### src/rtl/gray_conv_arbiter_if.sv
// Request/response bundle between the conversion requesters and the shared
// binary/Gray conversion arbiter.
interface gray_conv_arbiter_if #(
    parameter int NREQ  = 4,
    parameter int WIDTH = 4,
    parameter int IDW   = 2
);
    logic [NREQ-1:0]       req_valid;
    logic [NREQ*WIDTH-1:0] req_data;
    logic [NREQ-1:0]       req_dir;
    logic [NREQ-1:0]       req_ready;
    logic                  rsp_valid;
    logic [WIDTH-1:0]      rsp_data;
    logic [IDW-1:0]        rsp_id;
    logic                  rsp_ready;
    logic [15:0]           conv_count;

    modport master (
        output req_valid, req_data, req_dir, rsp_ready,
        input  req_ready, rsp_valid, rsp_data, rsp_id, conv_count
    );

    modport slave (
        input  req_valid, req_data, req_dir, rsp_ready,
        output req_ready, rsp_valid, rsp_data, rsp_id, conv_count
    );
endinterface

### src/rtl/gray_conv_arbiter.sv
// Round-robin arbiter sharing one binary<->Gray conversion engine among NREQ
// requesters; Gray-to-binary resolves one bit per cycle, MSB first.
module gray_conv_arbiter #(
    parameter int NREQ  = 4,
    parameter int WIDTH = 4,
    parameter int IDW   = 2
) (
    input  logic               clk,
    input  logic               rst,
    gray_conv_arbiter_if.slave bus
);
    localparam int CW = (WIDTH > 2) ? $clog2(WIDTH - 1) : 1;

    typedef enum logic [1:0] {IDLE, CONV, RESP} state_t;

    state_t           state;
    logic [IDW-1:0]   last_grant;
    logic             dir;
    logic [WIDTH-1:0] work;
    logic [WIDTH-1:0] acc;
    logic [WIDTH-1:0] acc_next;
    logic [CW-1:0]    cnt;
    logic             rsp_valid;
    logic [WIDTH-1:0] rsp_data;
    logic [IDW-1:0]   rsp_id;
    logic [15:0]      count;

    logic [IDW-1:0]   start;
    logic [NREQ-1:0]  rot;
    logic [IDW-1:0]   pos;
    logic             found;
    logic [31:0]      win_sum;
    logic [IDW-1:0]   win;
    logic             any;
    logic [WIDTH-1:0] sel_data;
    logic             sel_dir;
    logic [NREQ-1:0]  grant;

    // Rotate valids so the slot after last_grant sits at bit 0, take the
    // lowest set bit, then rotate the position back to a requester index.
    always_comb begin
        start = (last_grant == IDW'(NREQ - 1)) ? '0 : last_grant + IDW'(1);
        rot   = NREQ'({bus.req_valid, bus.req_valid} >> start);
        any   = |bus.req_valid;
        pos   = '0;
        found = 1'b0;
        for (int unsigned i = 0; i < NREQ; i++) begin
            if (!found && rot[i]) begin
                pos   = IDW'(i);
                found = 1'b1;
            end
        end
        win_sum = 32'(pos) + 32'(start);
        win     = IDW'((win_sum >= 32'(NREQ)) ? win_sum - 32'(NREQ) : win_sum);

        sel_data = '0;
        sel_dir  = 1'b0;
        for (int unsigned i = 0; i < NREQ; i++) begin
            if (IDW'(i) == win) begin
                sel_data = bus.req_data[i*WIDTH +: WIDTH];
                sel_dir  = bus.req_dir[i];
            end
        end

        grant = '0;
        if (state == IDLE && any) begin
            grant = NREQ'(1) << win;
        end

        // work holds the remaining Gray bits left-aligned; acc shifts in b[k].
        acc_next = {acc[WIDTH-2:0], acc[0] ^ work[WIDTH-1]};
    end

    always_ff @(posedge clk or posedge rst) begin
        if (rst) begin
            state      <= IDLE;
            last_grant <= IDW'(NREQ - 1);
            dir        <= 1'b0;
            work       <= '0;
            acc        <= '0;
            cnt        <= '0;
            rsp_valid  <= 1'b0;
            rsp_data   <= '0;
            rsp_id     <= '0;
            count      <= '0;
        end else begin
            case (state)
                IDLE: begin
                    if (any) begin
                        last_grant <= win;
                        dir        <= sel_dir;
                        cnt        <= CW'(WIDTH - 2);
                        if (sel_dir) begin
                            work <= sel_data << 1;
                            acc  <= {{(WIDTH-1){1'b0}}, sel_data[WIDTH-1]};
                        end else begin
                            work <= sel_data;
                        end
                        state <= CONV;
                    end
                end
                CONV: begin
                    if (!dir) begin
                        rsp_data  <= work ^ (work >> 1);
                        rsp_id    <= last_grant;
                        rsp_valid <= 1'b1;
                        state     <= RESP;
                    end else begin
                        acc  <= acc_next;
                        work <= work << 1;
                        if (cnt == '0) begin
                            rsp_data  <= acc_next;
                            rsp_id    <= last_grant;
                            rsp_valid <= 1'b1;
                            state     <= RESP;
                        end else begin
                            cnt <= cnt - CW'(1);
                        end
                    end
                end
                RESP: begin
                    if (bus.rsp_ready) begin
                        rsp_valid <= 1'b0;
                        count     <= count + 16'd1;
                        state     <= IDLE;
                    end
                end
                default: state <= IDLE;
            endcase
        end
    end

    assign bus.req_ready  = grant;
    assign bus.rsp_valid  = rsp_valid;
    assign bus.rsp_data   = rsp_data;
    assign bus.rsp_id     = rsp_id;
    assign bus.conv_count = count;
endmodule

### src/flat_wrapper.sv
// flat-port wrapper written by rule: the top's interface ports become plain ports
module gray_conv_arbiter_flat 
#(
    parameter int NREQ  = 4,
    parameter int WIDTH = 4,
    parameter int IDW   = 2
)
  (clk, rst, bus_req_valid, bus_req_data, bus_req_dir, bus_rsp_ready, bus_req_ready, bus_rsp_valid, bus_rsp_data, bus_rsp_id, bus_conv_count);
  gray_conv_arbiter_if #(.NREQ(NREQ), .WIDTH(WIDTH), .IDW(IDW)) bus_i ();
  input  logic clk;
  input  logic rst;
  input wire logic [$bits(bus_i.req_valid)-1:0] bus_req_valid;
  input wire logic [$bits(bus_i.req_data)-1:0] bus_req_data;
  input wire logic [$bits(bus_i.req_dir)-1:0] bus_req_dir;
  input wire logic [$bits(bus_i.rsp_ready)-1:0] bus_rsp_ready;
  output wire logic [$bits(bus_i.req_ready)-1:0] bus_req_ready;
  output wire logic [$bits(bus_i.rsp_valid)-1:0] bus_rsp_valid;
  output wire logic [$bits(bus_i.rsp_data)-1:0] bus_rsp_data;
  output wire logic [$bits(bus_i.rsp_id)-1:0] bus_rsp_id;
  output wire logic [$bits(bus_i.conv_count)-1:0] bus_conv_count;
  assign bus_i.req_valid = bus_req_valid;
  assign bus_i.req_data = bus_req_data;
  assign bus_i.req_dir = bus_req_dir;
  assign bus_i.rsp_ready = bus_rsp_ready;
  assign bus_req_ready = bus_i.req_ready;
  assign bus_rsp_valid = bus_i.rsp_valid;
  assign bus_rsp_data = bus_i.rsp_data;
  assign bus_rsp_id = bus_i.rsp_id;
  assign bus_conv_count = bus_i.conv_count;
  gray_conv_arbiter #(.NREQ(NREQ), .WIDTH(WIDTH), .IDW(IDW)) u_core (.clk(clk), .rst(rst), .bus(bus_i));
endmodule
### config.mk
export PLATFORM = sky130hd
export DESIGN_NAME = gray_conv_arbiter_flat
export DESIGN_NICKNAME = d
export VERILOG_FILES = /design/src/rtl/gray_conv_arbiter_if.sv /design/src/rtl/gray_conv_arbiter.sv /design/src/flat_wrapper.sv
export SDC_FILE = /design/constraint.sdc
export NUM_CORES = 1
export LEC_CHECK = 0
export ABC_CLOCK_PERIOD_IN_PS = 7500
export BUFFER_PORTS_ARGS = -buffer_cell sky130_fd_sc_hd__buf_2
export CORE_ASPECT_RATIO = 0.7
export CORE_MARGIN = 3
export CORE_UTILIZATION = 57
export DETAILED_ROUTE_END_ITERATION = 10
export HOLD_SLACK_MARGIN = 0.12
export PLACE_DENSITY = 0.85
export SYNTH_ARGS = -nofsm -noshare
export SYNTH_HDL_FRONTEND = slang
export SYNTH_SLANG_ARGS = --single-unit
### constraint.sdc
create_clock -name clk -period 7.5 [get_ports clk]
set_clock_uncertainty 0.1 [all_clocks]
set_input_delay 0.375 -clock clk [delete_from_list [all_inputs] [get_ports clk]]
set_output_delay 0.375 -clock clk [all_outputs]
set_load 0.01 [all_outputs]
---- Yosys cells after proc, flatten, opt, wreduce, memory -nomap -nowiden ----
Index checks and enable logic that the tools add are counted.
operators by class
  add/sub/neg operators ................... 5
  magnitude comparators ................... 1
  equality and inequality tests ........... 13
  shift operators ......................... 2
  mux-type cells .......................... 42
  bitwise operators ....................... 2
  reductions and logical operators ........ 21
operators by type and width
  operator                                                             count
  4-bit 2-to-1 mux                                                     10
  2-bit 2-to-1 mux                                                     13
  16-bit by 1-bit adder with 16-bit output (second input constant)     1
  1-bit 2-to-1 mux                                                     11
  3-bit 2-to-1 mux                                                     3
  3-bit AND reduction                                                  3
  4-bit case mux with 2 select lines                                   1
  4-bit AND reduction                                                  2
  8-bit by 2-bit >> shifter with 4-bit output                          1
  2-bit logical NOT                                                    3
  2-bit by 1-bit != test with 1-bit output (second input constant)     3
  2-bit != test (second input constant)                                3
  2-bit case mux with 3 select lines                                   1
  3-bit case mux with 2 select lines                                   1
  2-bit AND reduction                                                  3
  2-bit == test (first input constant)                                 2
  2-bit == test (second input constant)                                2
  1-bit logical AND                                                    4
  2-bit case mux with 2 select lines                                   1
  2-bit nonzero test                                                   2
  4-bit OR reduction                                                   1
  1-bit by 2-bit << shifter with 4-bit output (first input constant)   1
  2-bit by 1-bit subtractor with 2-bit output (second input constant)  2
  4-bit by 3-bit bitwise XOR with 4-bit output                         1
  9 further kinds                                                      11
storage, ports and cells
  register bits after elaboration ......... 37
  bits of input ports ..................... 27
  output and inout bits ................... 27

---- Depth between registers and ports, before layout ----
Gate-level depths: netlist of the first run.
  word-level depth ........................ 24
  mapped depth ............................ 15
  depth with buffers taken out ............ 14

---- Least setup slack after synthesis of the first run ----
OpenSTA, ideal clock, no wires.
  path kind ............................... reg2reg
  start point ............................. register u_core.last_grant[0]
  end point ............................... register u_core.work[2]
  library setup time ...................... 126 ps
  arrival time ............................ 3,388 ps
  required time ........................... 7,274 ps
  setup slack ............................. 3,886 ps
  stages on the path, launching flop included .. 14
  period minus slack after synthesis ...... 3,614 ps
  cells stage by stage .................... dfstp_2 -> ha_1 -> or2_2 -> o22a_1 -> a21oi_1 -> ha_1 -> xnor2_1 -> nor2_1 -> a22o_1 -> or3_1 -> buf_6 -> mux2_4 -> and3_4 -> a221o_1
between the ends
  word-level cells in the longest chain between the ends .. 24
  elaborated cells on any way between the ends .. 35
ends and longest elaborated chain
  item                                                                                       line                      source
  from (decl)                                                                                gray_conv_arbiter.sv:17   logic [IDW-1:0] last_grant;
  from (signal assigned)                                                                     gray_conv_arbiter.sv:77   last_grant <= IDW'(NREQ - 1);
  from (signal assigned)                                                                     gray_conv_arbiter.sv:90   last_grant <= win;
  2-bit by 1-bit adder with 2-bit output / 2-bit == test (equally long branches)             gray_conv_arbiter.sv:42   start = (last_grant == IDW'(NREQ - 1)) ? '0 : last_grant + IDW'(1);
  2-bit 2-to-1 mux (*)                                                                       gray_conv_arbiter.sv:42
  8-bit by 2-bit >> shifter with 4-bit output                                                gray_conv_arbiter.sv:43   rot = NREQ'({bus.req_valid, bus.req_valid} >> start);
  1-bit 2-to-1 mux                                                                           gray_conv_arbiter.sv:48   if (!found && rot[i]) begin
  1-bit logical NOT                                                                          gray_conv_arbiter.sv:48
  1-bit logical AND                                                                          gray_conv_arbiter.sv:48
  1-bit 2-to-1 mux                                                                           gray_conv_arbiter.sv:48
  1-bit logical NOT                                                                          gray_conv_arbiter.sv:48
  [5 not listed]                                                                             n/a
  2-bit by 2-bit adder with 3-bit output (*)                                                 gray_conv_arbiter.sv:53   win_sum = 32'(pos) + 32'(start);
  3-bit >= comparator / 2-bit by 1-bit subtractor with 2-bit output (equally long branches)  gray_conv_arbiter.sv:54   win = IDW'((win_sum >= 32'(NREQ)) ? win_sum - 32'(NREQ) : win_sum);
  2-bit 2-to-1 mux (*)                                                                       gray_conv_arbiter.sv:54
  2-bit logical NOT                                                                          gray_conv_arbiter.sv:59   if (IDW'(i) == win) begin
  4-bit 2-to-1 mux / 1-bit 2-to-1 mux (equally long branches) (4 in series)                  gray_conv_arbiter.sv:59
  4-bit 2-to-1 mux (*)                                                                       gray_conv_arbiter.sv:93   if (sel_dir) begin
  4-bit 2-to-1 mux (*)                                                                       gray_conv_arbiter.sv:89   if (any) begin
  4-bit case mux with 2 select lines (*)                                                     gray_conv_arbiter.sv:87   case (state)
  to (signal assigned)                                                                       gray_conv_arbiter.sv:94   work <= sel_data << 1;
  to (signal assigned)                                                                       gray_conv_arbiter.sv:97   work <= sel_data;
  to (signal assigned)                                                                       gray_conv_arbiter.sv:110  work <= work << 1;
  to (decl)                                                                                  gray_conv_arbiter.sv:19   logic [WIDTH-1:0] work;
Mark *: on every way between the ends. The rest lies on a longest branch, timed or not. The select of a mux whose other input is x is not followed.
A chain may end at the register's enable or synchronous reset.

---- Worst setup path in the final report of the first run ----
  start point ............................. register u_core.last_grant[0]
  end point ............................... output bus_req_ready[0]
between the ends
  word-level cells in the longest chain between the ends .. 18
  elaborated cells on any way between the ends .. 22
ends and longest elaborated chain
  item                                                                                       line                     source
  2-bit by 1-bit adder with 2-bit output / 2-bit == test (equally long branches)             gray_conv_arbiter.sv:42
  2-bit 2-to-1 mux (*)                                                                       gray_conv_arbiter.sv:42
  8-bit by 2-bit >> shifter with 4-bit output                                                gray_conv_arbiter.sv:43
  1-bit 2-to-1 mux                                                                           gray_conv_arbiter.sv:48
  1-bit logical NOT                                                                          gray_conv_arbiter.sv:48
  1-bit logical AND                                                                          gray_conv_arbiter.sv:48
  1-bit 2-to-1 mux                                                                           gray_conv_arbiter.sv:48
  1-bit logical NOT                                                                          gray_conv_arbiter.sv:48
  [2 not listed]                                                                             n/a
  1-bit logical NOT                                                                          gray_conv_arbiter.sv:48
  1-bit logical AND                                                                          gray_conv_arbiter.sv:48
  2-bit 2-to-1 mux                                                                           gray_conv_arbiter.sv:48
  2-bit by 2-bit adder with 3-bit output (*)                                                 gray_conv_arbiter.sv:53
  3-bit >= comparator / 2-bit by 1-bit subtractor with 2-bit output (equally long branches)  gray_conv_arbiter.sv:54
  2-bit 2-to-1 mux (*)                                                                       gray_conv_arbiter.sv:54
  1-bit by 2-bit << shifter with 4-bit output (*)                                            gray_conv_arbiter.sv:67  grant = NREQ'(1) << win;
  4-bit 2-to-1 mux (*)                                                                       gray_conv_arbiter.sv:66  if (state == IDLE && any) begin
  to (decl)                                                                                  flat_wrapper.sv:16       output wire logic [$bits(bus_i.req_ready)-1:0] bus_req_ready;
Mark *: on every way between the ends. The rest lies on a longest branch, timed or not.

==> results of run 1 <==
[synth_stat cells, drive strengths merged]
library cell	instances
nor2	22
a21o	1
mux2i	3
o21ai	10
nor2b	1
and2b	1
a221o	3
o211ai	1
o22ai	5
a311o	1
a21oi	14
nand4	4
nand2b	3
nor3	6
o22a	3
inv	12
xnor2	15
xor2	5
o221a	1
o31ai	1
or2b	1
ha	7
a211oi	1
or4b	1
or2	1
nand2	25
a31oi	1
mux2	4
or3	1
o311ai	1
dfrtp	35
nor3b	1
clkbuf	4
dfstp	2
nor4	2
o21ba	1
buf	5
a22o	3
and2	2
o32ai	1
and3	4
o2111ai	1
nand3	5
mux4	4
[state kept, by name, indices dropped and copies added (netlist names)]
signal	flops
u_core.bus.rsp_id	2
u_core.acc	3
u_core.dir	1
u_core.cnt	2
u_core.last_grant	2
u_core.bus.conv_count	16
u_core.state	2
u_core.work	4
u_core.bus.rsp_valid	1
u_core.bus.rsp_data	4
[power breakdown]
group	switching, mW	internal [mW]
clock	0.0671	0.108
combinational	0.377	0.316
sequential	0.0654	0.273
total	0.509	0.697
[kinds of logic after synthesis]
logic type,after synthesis
and+or+nand+nor,80
DFF,37
adders and majority gates,7
buffers and inverters,21
muxes,11
xor gates and xnor gates,20
AOI/OAI and AO/OA,49
[cell type report]
| type | instances | area share |
|---|---|---|
| clock buffers | 7 | 0.0333 |
| repair buffers | 55 | 0.109 |
| inverters | 12 | 0.0174 |
| multi-input cells | 167 | 0.446 |
| clock inverters | 1 | 0.0116 |
| well taps | 50 | 0.0241 |
| flip-flops and latches | 37 | 0.358 |
[routing by layer]
metal  part of all wire  vias up
met5                  0        -
met4             0.0078        0
met3              0.065        2
met2               0.44       58
met1               0.48      867
li1                   -      913
[layout by cell type (no fill, tap or decap), drive strengths merged, types with 5 or more instances in the layout]
cell type / netlist / layout
a21oi: 14 / 14
buf: 5 / 54
clkbuf: 4 / 7
dfrtp: 35 / 35
ha: 7 / 7
inv: 12 / 12
nand2: 25 / 25
nand3: 5 / 5
nor2: 22 / 22
nor3: 6 / 6
o21ai: 10 / 10
o22ai: 5 / 5
xnor2: 15 / 15
xor2: 5 / 5
[path summary, 6_finish.rpt]
path | endpoint | slack, ns | cells past startpoint
worst max-delay path | bus_req_ready[0] | 3.55 | 12
max in group asynchronous | u_core.last_grant[0] | 6.32 | 4
min in group asynchronous | u_core.bus.rsp_data[1] | 0.64 | 4
worst min register to register | u_core.bus.rsp_data[0] | 0.37 | 2
worst max register to register | u_core.work[2] | 3.65 | 12
worst min-delay path | u_core.bus.conv_count[0] | 0.33 | 3
[critical path, cell delays in order, from the launching register on]
cell      delay [ns]
dfstp_2         0.57
ha_1            0.31
or2_2           0.34
o22a_1          0.20
a21oi_1         0.15
ha_1            0.17
xnor2_1         0.20
o311ai_0        0.20
o211ai_1        0.22
or3_1           0.35
inv_1           0.12
nor3_1          0.21
buf_2           0.17
==> impl_metrics.toml, run 1 <==
[clock_tree]
clk_pin_slew_ns = 0.07
cts.repair.resized = 0
cts_buffer_depth = 2
hold_buffers = 1
cts_buffers = 5
htreeDepth = 2
cts_tree = "done"
insertion_delay_ns = 0.28
numClockSinks = 37
cts_setup_buffers = 0
clock-root-buffer = "clkbuf_8"

[critical_path]
regToRegStartpoint = "u_core.last_grant[0]"
crit_fanout = 10
critPathLaunch = "u_core.last_grant[0]"
startpoint_type = "register"
cp.required_ns = 7.03
worstSetupEndpointType = "output port"
cp.arrival_ns = 3.48
critical_path_class = "register to output port"

[floorplanning]
initial_core_util = 0.609
dieArea_um2 = 4640
num_io_pins = 54
die_h_um = 57.9
coreArea_um2 = 3600
fp.dieW_um = 80.1
rows = 18

[routing]
vias_per_cell = 5.59
drt_iter0_drc = 137
wire_per_inst_um = 13.7
drt_wl_total_um = 4500
via_count = 1840
dr.pass1.iters = 4
ant_nets = 0
drcViolationCount = 0

[logic_synthesis]
netlist_instances = 225
yosysWarnings = 0
syn-num-nets = 259
synth_top_area_cell = "dfrtp_1"
synth_simple_gate_area_frac = 0.174
synth-compound-area-share = 0.150
ys_types = 49
synth_area_um2 = 2190
synth.area.mux_share = 0.0839
ys_seq_elements = 37
synth_top_family_by_area = "simple AND/OR/NAND/NOR gates"
synth_top_area_share = 0.399
synth.avg_cell_area_um2 = 9.75
synthTopCellsByArea = "dfrtp_1 40%, xnor2_1 6.0%, mux4_1 4.8%"
synth_fa_ha_area_frac = 0.0399
synth_xor_area_frac = 0.0799
seq_area_frac_synth = 0.423

[cells_and_area]
final_area_um2 = 2590
instances_no_fill = 329
final_layout_size_suffix_gt1_frac = 0.251
n_fill_cell = 266
ff_latch_area_um2 = 928
final_core_util = 0.719
diodes = 0
final_nets = 312
syn2layout_area_growth_pct = 18.2
multi_input_area_um2 = 1160

[timing]
setup_viol = 0
rsz0062_at_grt = "no"
finalSetupTns_ns = 0
tightest_slew_ns = 0.784
maxSlewViolCount = 0
finalHoldViolCount = 0
finalWorstSetupSlack_ns = 3.55
fin_hold_ws_ns = 0.334
finalCritPeriodShare = 0.527
slew_headroom = 0.473
fmax_mhz = 253
fin_crit_ns = 3.95

[place]
dp_hpwl_um = 3430
dp_slack_ns = 3.67
gp_congestion = 0.890
post_dp_cell_area_um2 = 2470
dp_cells = 320
numPortBuffers = 53

[power_and_ir_drop]
p_leak_nw = 1.27
peakVddDrop_v = 0.000294
power_density_nw_per_um2 = 465
total_power_mw = 1.21

[grt]
grt_use_met1 = 0.302
grt_use_met2 = 0.304
use_met3 = 0.0419
grt_util_all_layers = 0.205
gr-total-overflow = 0
antenna_found_initial = 0
grt_max_degree = 38
grt_pass1_vias = 1654
grt-busiest-layer = "met2"
grt_pass1_wl_um = 7460

[run]
maxCapViolCount = 0

[run_status]
status = "complete, no violations"

[min_path]
holdCritPathClass = "input pin to register"
worstHoldStart = "bus_rsp_ready"
No activity file was read; power rests on OpenSTA's default activity.
==> run 2, diff against run 1 <==
--- a/config.mk
+++ b/config.mk
@@ -5,14 +5,15 @@
 export SDC_FILE = /design/constraint.sdc
 export NUM_CORES = 1
 export LEC_CHECK = 0
-export ABC_CLOCK_PERIOD_IN_PS = 7500
+export ABC_AREA = 1
+export ABC_CLOCK_PERIOD_IN_PS = 3700
 export BUFFER_PORTS_ARGS = -buffer_cell sky130_fd_sc_hd__buf_2
 export CORE_ASPECT_RATIO = 0.7
 export CORE_MARGIN = 3
-export CORE_UTILIZATION = 57
+export CORE_UTILIZATION = 54
 export DETAILED_ROUTE_END_ITERATION = 10
 export HOLD_SLACK_MARGIN = 0.12
-export PLACE_DENSITY = 0.85
+export PLACE_DENSITY = 0.8
 export SYNTH_ARGS = -nofsm -noshare
 export SYNTH_HDL_FRONTEND = slang
 export SYNTH_SLANG_ARGS = --single-unit
==> constraint.sdc (replaced) <==
create_clock -name clk -period 3.7 [get_ports clk]
set_clock_uncertainty 0.1 [all_clocks]
set_input_delay 0.185 -clock clk [delete_from_list [all_inputs] [get_ports clk]]
set_output_delay 0.185 -clock clk [all_outputs]
set_load 0.01 [all_outputs]
==> run 2 against run 1 <==
Effect of this change: clock-buffer cell count down 1; area after synthesis increased by 5.4%; die area increased by 10%; register-to-register slack lost 3.1 ns; setup slack worse by 3.1 ns; sequential cell count is the same; cell count grew 23%; worst hold slack worse by 0.17 ns; routed wire length grew 13%.
==> impl_metrics.toml, run 2 <==
[run_status]
status = "complete, no violations"

[critical_path]
worst-r2r-cell-count = 19
regToRegStartpoint = "u_core.last_grant[0]"
startpoint_type = "register"
worstSetupEndpointType = "output port"
worstReg2RegEnd = "u_core.acc[0]"
rrSetupSlack_ns = 0.54
critPathLaunch = "u_core.last_grant[0]"
cp.required_ns = 3.41
cp.arrival_ns = 3.01
crit_fanout = 11
critical_path_class = "register to output port"

[timing]
fin_hold_ws_ns = 0.167
setup_viol = 0
finalWorstSetupSlack_ns = 0.405
finalSetupTns_ns = 0
fin_crit_ns = 3.30
finalCritPeriodShare = 0.891
rsz0062_at_grt = "no"
finalHoldViolCount = 0
maxSlewViolCount = 0
tightest_slew_ns = 0.586
slew_headroom = 0.606
fmax_mhz = 303

[clock_tree]
cts.repair.resized = 0
cts_setup_buffers = 0
htreeDepth = 2
cts_buffer_depth = 2
clk_pin_slew_ns = 0.08
hold_buffers = 1
cts_tree = "done"
numClockSinks = 37
insertion_delay_ns = 0.29
clock-root-buffer = "clkbuf_8"
cts_buffers = 5

[cells_and_area]
n_fill_cell = 347
final_cell_mix = "75 x nand2_1, 53 x buf_2, 35 x dfrtp_1"
syn2layout_area_growth_pct = 18.2
final_nets = 386
diodes = 0
final_common_cell = "nand2_1"
largest_register_ffs = 16
ff_latch_area_um2 = 928
final_layout_size_suffix_gt1_frac = 0.249
multi_input_area_um2 = 1220

[floorplanning]
dieArea_um2 = 5110
die_h_um = 60.7
coreArea_um2 = 4020
fp.dieW_um = 84.2
rows = 19
initial_core_util = 0.575
num_io_pins = 54

[logic_synthesis]
netlist_instances = 293
seq_area_frac_synth = 0.402
synth.most_common_cell = "nand2_1"
synth.avg_cell_area_um2 = 7.89
ys_types = 33
synthTopCellsByCount = "75 x nand2_1, 35 x dfrtp_1, 34 x inv_1, 24 x nand3_1"
syn-num-nets = 327
yosysWarnings = 0
async_flop_share = 1.00
synth_area_um2 = 2310
synthFlopType = "dfrtp_1"
synthTopCellsByArea = "dfrtp_1 38%, nand2_1 12%, inv_1 5.5%"
synth-edff-count = 0
synth_top_area_cell = "dfrtp_1"
synth_top_area_share = 0.379
ys_seq_elements = 37

[routing]
dr.pass1.iters = 5
wire_per_inst_um = 12.5
drt_iter0_drc = 135
ant_nets = 0
drcViolationCount = 0
vias_per_cell = 5.17
drt_wl_total_um = 5060
via_count = 2095

[place]
dp_hpwl_um = 3970
dp_slack_ns = 0.590
numPortBuffers = 53
gp_congestion = 0.855

[grt]
grt_util_all_layers = 0.203
grt_pass1_vias = 1850
gr-total-overflow = 0
grt_pass1_wl_um = 8220
grt_max_degree = 38
antenna_found_initial = 0

[min_path]
hold_path_depth = 3
holdCritPathClass = "input pin to register"
worstHoldStart = "bus_rsp_ready"
worstHoldEndpoint = "u_core.bus.conv_count[0]"

[run]
maxCapViolCount = 0
==> run 2: changes by cell type after synthesis, moves of 4 or more <==
cell     before  now
a21oi_1      14    3
inv_1        12   34
mux4_1        4    0
nand2_1      25   75
nand2_2       0    7
nand3_1       5   24
nand3_2       0    4
nand4_1       4   12
o21ai_0      10   20
o22ai_1       5    1
xnor2_1      15    9
xor2_1        5   10
==> run 2: worst max-delay path by stage <==
stage                            end  slack [ns]  cells past startpoint
detailed placement     u_core.acc[0]        0.59                     19
floorplan              u_core.acc[0]        1.04                     19
global placement       u_core.acc[0]        0.74                     16
global route        bus_req_ready[2]        0.21                     16
finish              bus_req_ready[2]        0.40                     16
CTS                 bus_req_ready[2]        0.41                     16
==> run 2: final cells by class <==
type,instances,area share
clock buffers,6,0.0302
clock inverters,2,0.00504
inverters,36,0.0495
repair buffers,56,0.106
flip-flops and latches,37,0.340
multi-input cells,216,0.446
well taps,52,0.0238
==> run 2: critical path, cell delays in order, from the launching register on <==
cell	delay [ns]
dfstp_2	0.58
ha_1	0.23
inv_1	0.10
nand2_4	0.10
nand2_1	0.06
nand3_1	0.08
nand2_2	0.08
a31oi_1	0.15
nor2_1	0.06
ha_1	0.19
xor2_1	0.17
inv_1	0.08
nand3_2	0.24
nand2_4	0.23
inv_1	0.09
nor3_1	0.12
buf_2	0.15
==> run 2: cells by family after synthesis <==
kind of cell / after synthesis / share of synthesized area
AO/OA/AOI/OAI: 28 / 0.0644
flip-flops: 37 / 0.402
adder cells (fa/ha/maj): 7 / 0.0379
buffers and inverters: 40 / 0.0715
multiplexers: 1 / 0.00487
AND/OR/NAND/NOR: 161 / 0.348
XOR/XNOR: 19 / 0.0720
==> run 2: stage by stage <==
step	instances	utilization	instance area (um2)
floorplan	293	-	2310
global placement	396	0.654	2630
finish	405	0.680	2730
global route	405	0.680	2730
CTS	405	0.680	2730
detailed placement	396	0.654	2630
==> run 2: metal layers <==
metal / track usage / vias up / routed length, um
met3: 0.0475 / 5 / 270
met5: 0 / - / 0
li1: - / 1072 / -
met4: 0.0413 / 0 / 36
met1: 0.296 / 976 / 2600
met2: 0.315 / 42 / 2150
Power of run 2 is left out: the tool's default activity adds up to more than one toggle a clock period on the data nets, which glitch-free logic cannot reach.
==> run 3, diff against run 2 <==
--- a/config.mk
+++ b/config.mk
@@ -8,12 +8,12 @@
 export ABC_AREA = 1
 export ABC_CLOCK_PERIOD_IN_PS = 3700
 export BUFFER_PORTS_ARGS = -buffer_cell sky130_fd_sc_hd__buf_2
-export CORE_ASPECT_RATIO = 0.7
+export CORE_ASPECT_RATIO = 1.25
 export CORE_MARGIN = 3
 export CORE_UTILIZATION = 54
 export DETAILED_ROUTE_END_ITERATION = 10
 export HOLD_SLACK_MARGIN = 0.12
-export PLACE_DENSITY = 0.8
+export PLACE_DENSITY = 0.91
 export SYNTH_ARGS = -nofsm -noshare
 export SYNTH_HDL_FRONTEND = slang
 export SYNTH_SLANG_ARGS = --single-unit
==> run 3 against run 2 <==
Effect of this change: maximum frequency increased by 0.93%; non-clock buffer count decreased by 1; worst hold slack worse by 0.0041 ns; core utilization up 1.7 points; clock-buffer cell count rose by 1; setup slack better by 0.030 ns; final area rose by 0.55%; sequential share of layout area fell by 0.19 points; highest routed layer unchanged.
==> impl_metrics.toml, run 3 (synthesis results as in run 2) <==
[critical_path]
regToRegStartpoint = "u_core.last_grant[0]"
critPathLaunch = "u_core.last_grant[0]"
startpoint_type = "register"
endpoint = "bus_req_ready[2]"
cp.arrival_ns = 2.98
critical-path-max-stage-delay_ns = 0.57
worstSetupEndpointType = "output port"
path_common_cell = "inv_1"
worstPathCellList = "ha_1 > inv_1 > nand2_4 > nand2_1 > nand3_2 > nand2_2 > a31oi_1 > nor2_1 > ha_1 > xor2_1 > inv_1 > nand3_2 > nand2_4 > inv_1 > nor3_1 > buf_2"
rrSetupSlack_ns = 0.57
critical_path_class = "register to output port"
worst-r2r-cell-count = 18
crit_fanout = 11
worstReg2RegEnd = "u_core.work[3]"
slowest_stage = "dfstp_2"
cp.required_ns = 3.41

[grt]
grt-busiest-layer = "met2"
grt_pass1_vias = 2087
grt_util_all_layers = 0.211
grt_use_met2 = 0.398
grt_max_degree = 38
gr-total-overflow = 0
use_met3 = 0.0382
grt_pass1_wl_um = 8610
grt_use_met1 = 0.221
antenna_found_initial = 0

[timing]
finalHoldViolCount = 0
maxSlewViolCount = 0
fin_crit_ns = 3.26
setup_viol = 0
tightest_slew_ns = 0.530
finalSetupTns_ns = 0
finalCritPeriodShare = 0.882
rsz0062_at_grt = "no"
fmax_mhz = 306
slew_headroom = 0.643
fin_hold_ws_ns = 0.163

[floorplanning]
die_h_um = 79.1
fp.dieW_um = 64.5
dieArea_um2 = 5110
rows = 25
coreArea_um2 = 3940
num_io_pins = 54
initial_core_util = 0.586

[clock_tree]
cts_setup_buffers = 0
clk_pin_slew_ns = 0.07
cts_tree = "done"
insertion_delay_ns = 0.29
numClockSinks = 37
htreeDepth = 2
hold_buffers = 1
clock-root-buffer = "clkbuf_8"
cts.repair.resized = 0
cts_buffer_depth = 2
cts_buffers = 5

[cells_and_area]
final_nets = 385
largest_register_ffs = 16
final_layout_size_suffix_gt1_frac = 0.244
diodes = 0
final_area_um2 = 2750
syn2layout_area_growth_pct = 18.9
final_common_cell = "nand2_1"
final_cell_mix = "75 x nand2_1, 53 x buf_2, 35 x dfrtp_1"
n_fill_cell = 324

[run_status]
status = "complete, no violations"

[place]
dp_hpwl_um = 3840
post_dp_cell_area_um2 = 2620
gp_congestion = 0.866
numPortBuffers = 53

[routing]
drt_iter0_drc = 111
drcViolationCount = 0
dr.pass1.iters = 4
wire_per_inst_um = 12.4
vias_per_cell = 5.29
ant_nets = 0
drt_wl_total_um = 5020
via_count = 2149

[run]
maxCapViolCount = 0

[min_path]
holdCritPathClass = "input pin to register"
## run 3: worst min path at each step
stage	cells past startpoint	startpoint	slack, ns	endpoint
after floorplan	1	rst	0.26	u_core.acc[0]
after global placement	3	rst	0.21	u_core.bus.conv_count[14]
after detailed placement	3	rst	0.21	u_core.bus.conv_count[14]
after CTS	3	bus_rsp_ready	0.16	u_core.bus.conv_count[0]
after global routing	3	bus_rsp_ready	0.19	u_core.bus.conv_count[0]
final	3	bus_rsp_ready	0.16	u_core.bus.conv_count[0]
## run 3: worst max-delay path: cells and delay by family, from the launching register on
| kind | cells | cell delay, ns |
|---|---|---|
| buf+inv | 4 | 0.42 |
| fa+ha+maj | 2 | 0.41 |
| simple gates | 8 | 0.96 |
| flops | 1 | 0.57 |
| xor+xnor | 1 | 0.16 |
| compound gates | 1 | 0.18 |
## run 3: final cells by class
| cell class | instances | area (um2) | area share |
|---|---|---|---|
| Clock inverter | 1 | 30.0 | 0.0109 |
| Multi-Input combinational cell | 216 | 1220 | 0.443 |
| Sequential cell | 37 | 928 | 0.338 |
| Inverter | 36 | 135 | 0.0492 |
| Clock buffer | 7 | 86.3 | 0.0314 |
| Tap cell | 54 | 67.6 | 0.0246 |
| Timing Repair Buffer | 55 | 283 | 0.103 |
## run 3: metal layers
metal  share of wire  up-vias
li1                -     1067
met1            0.40      984
met2            0.51       84
met3           0.061       14
met4           0.026        0
met5               0        -
## run 3: metrics by stage
step                utilization  setup WS [ns]  std cells
floorplan                     -           1.04        293
global placement          0.665          0.758        397
detailed placement        0.665          0.647        397
CTS                       0.697          0.441        406
global route              0.697          0.228        406
finish                    0.697          0.435        406
Power of run 3 is left out for the same reason.
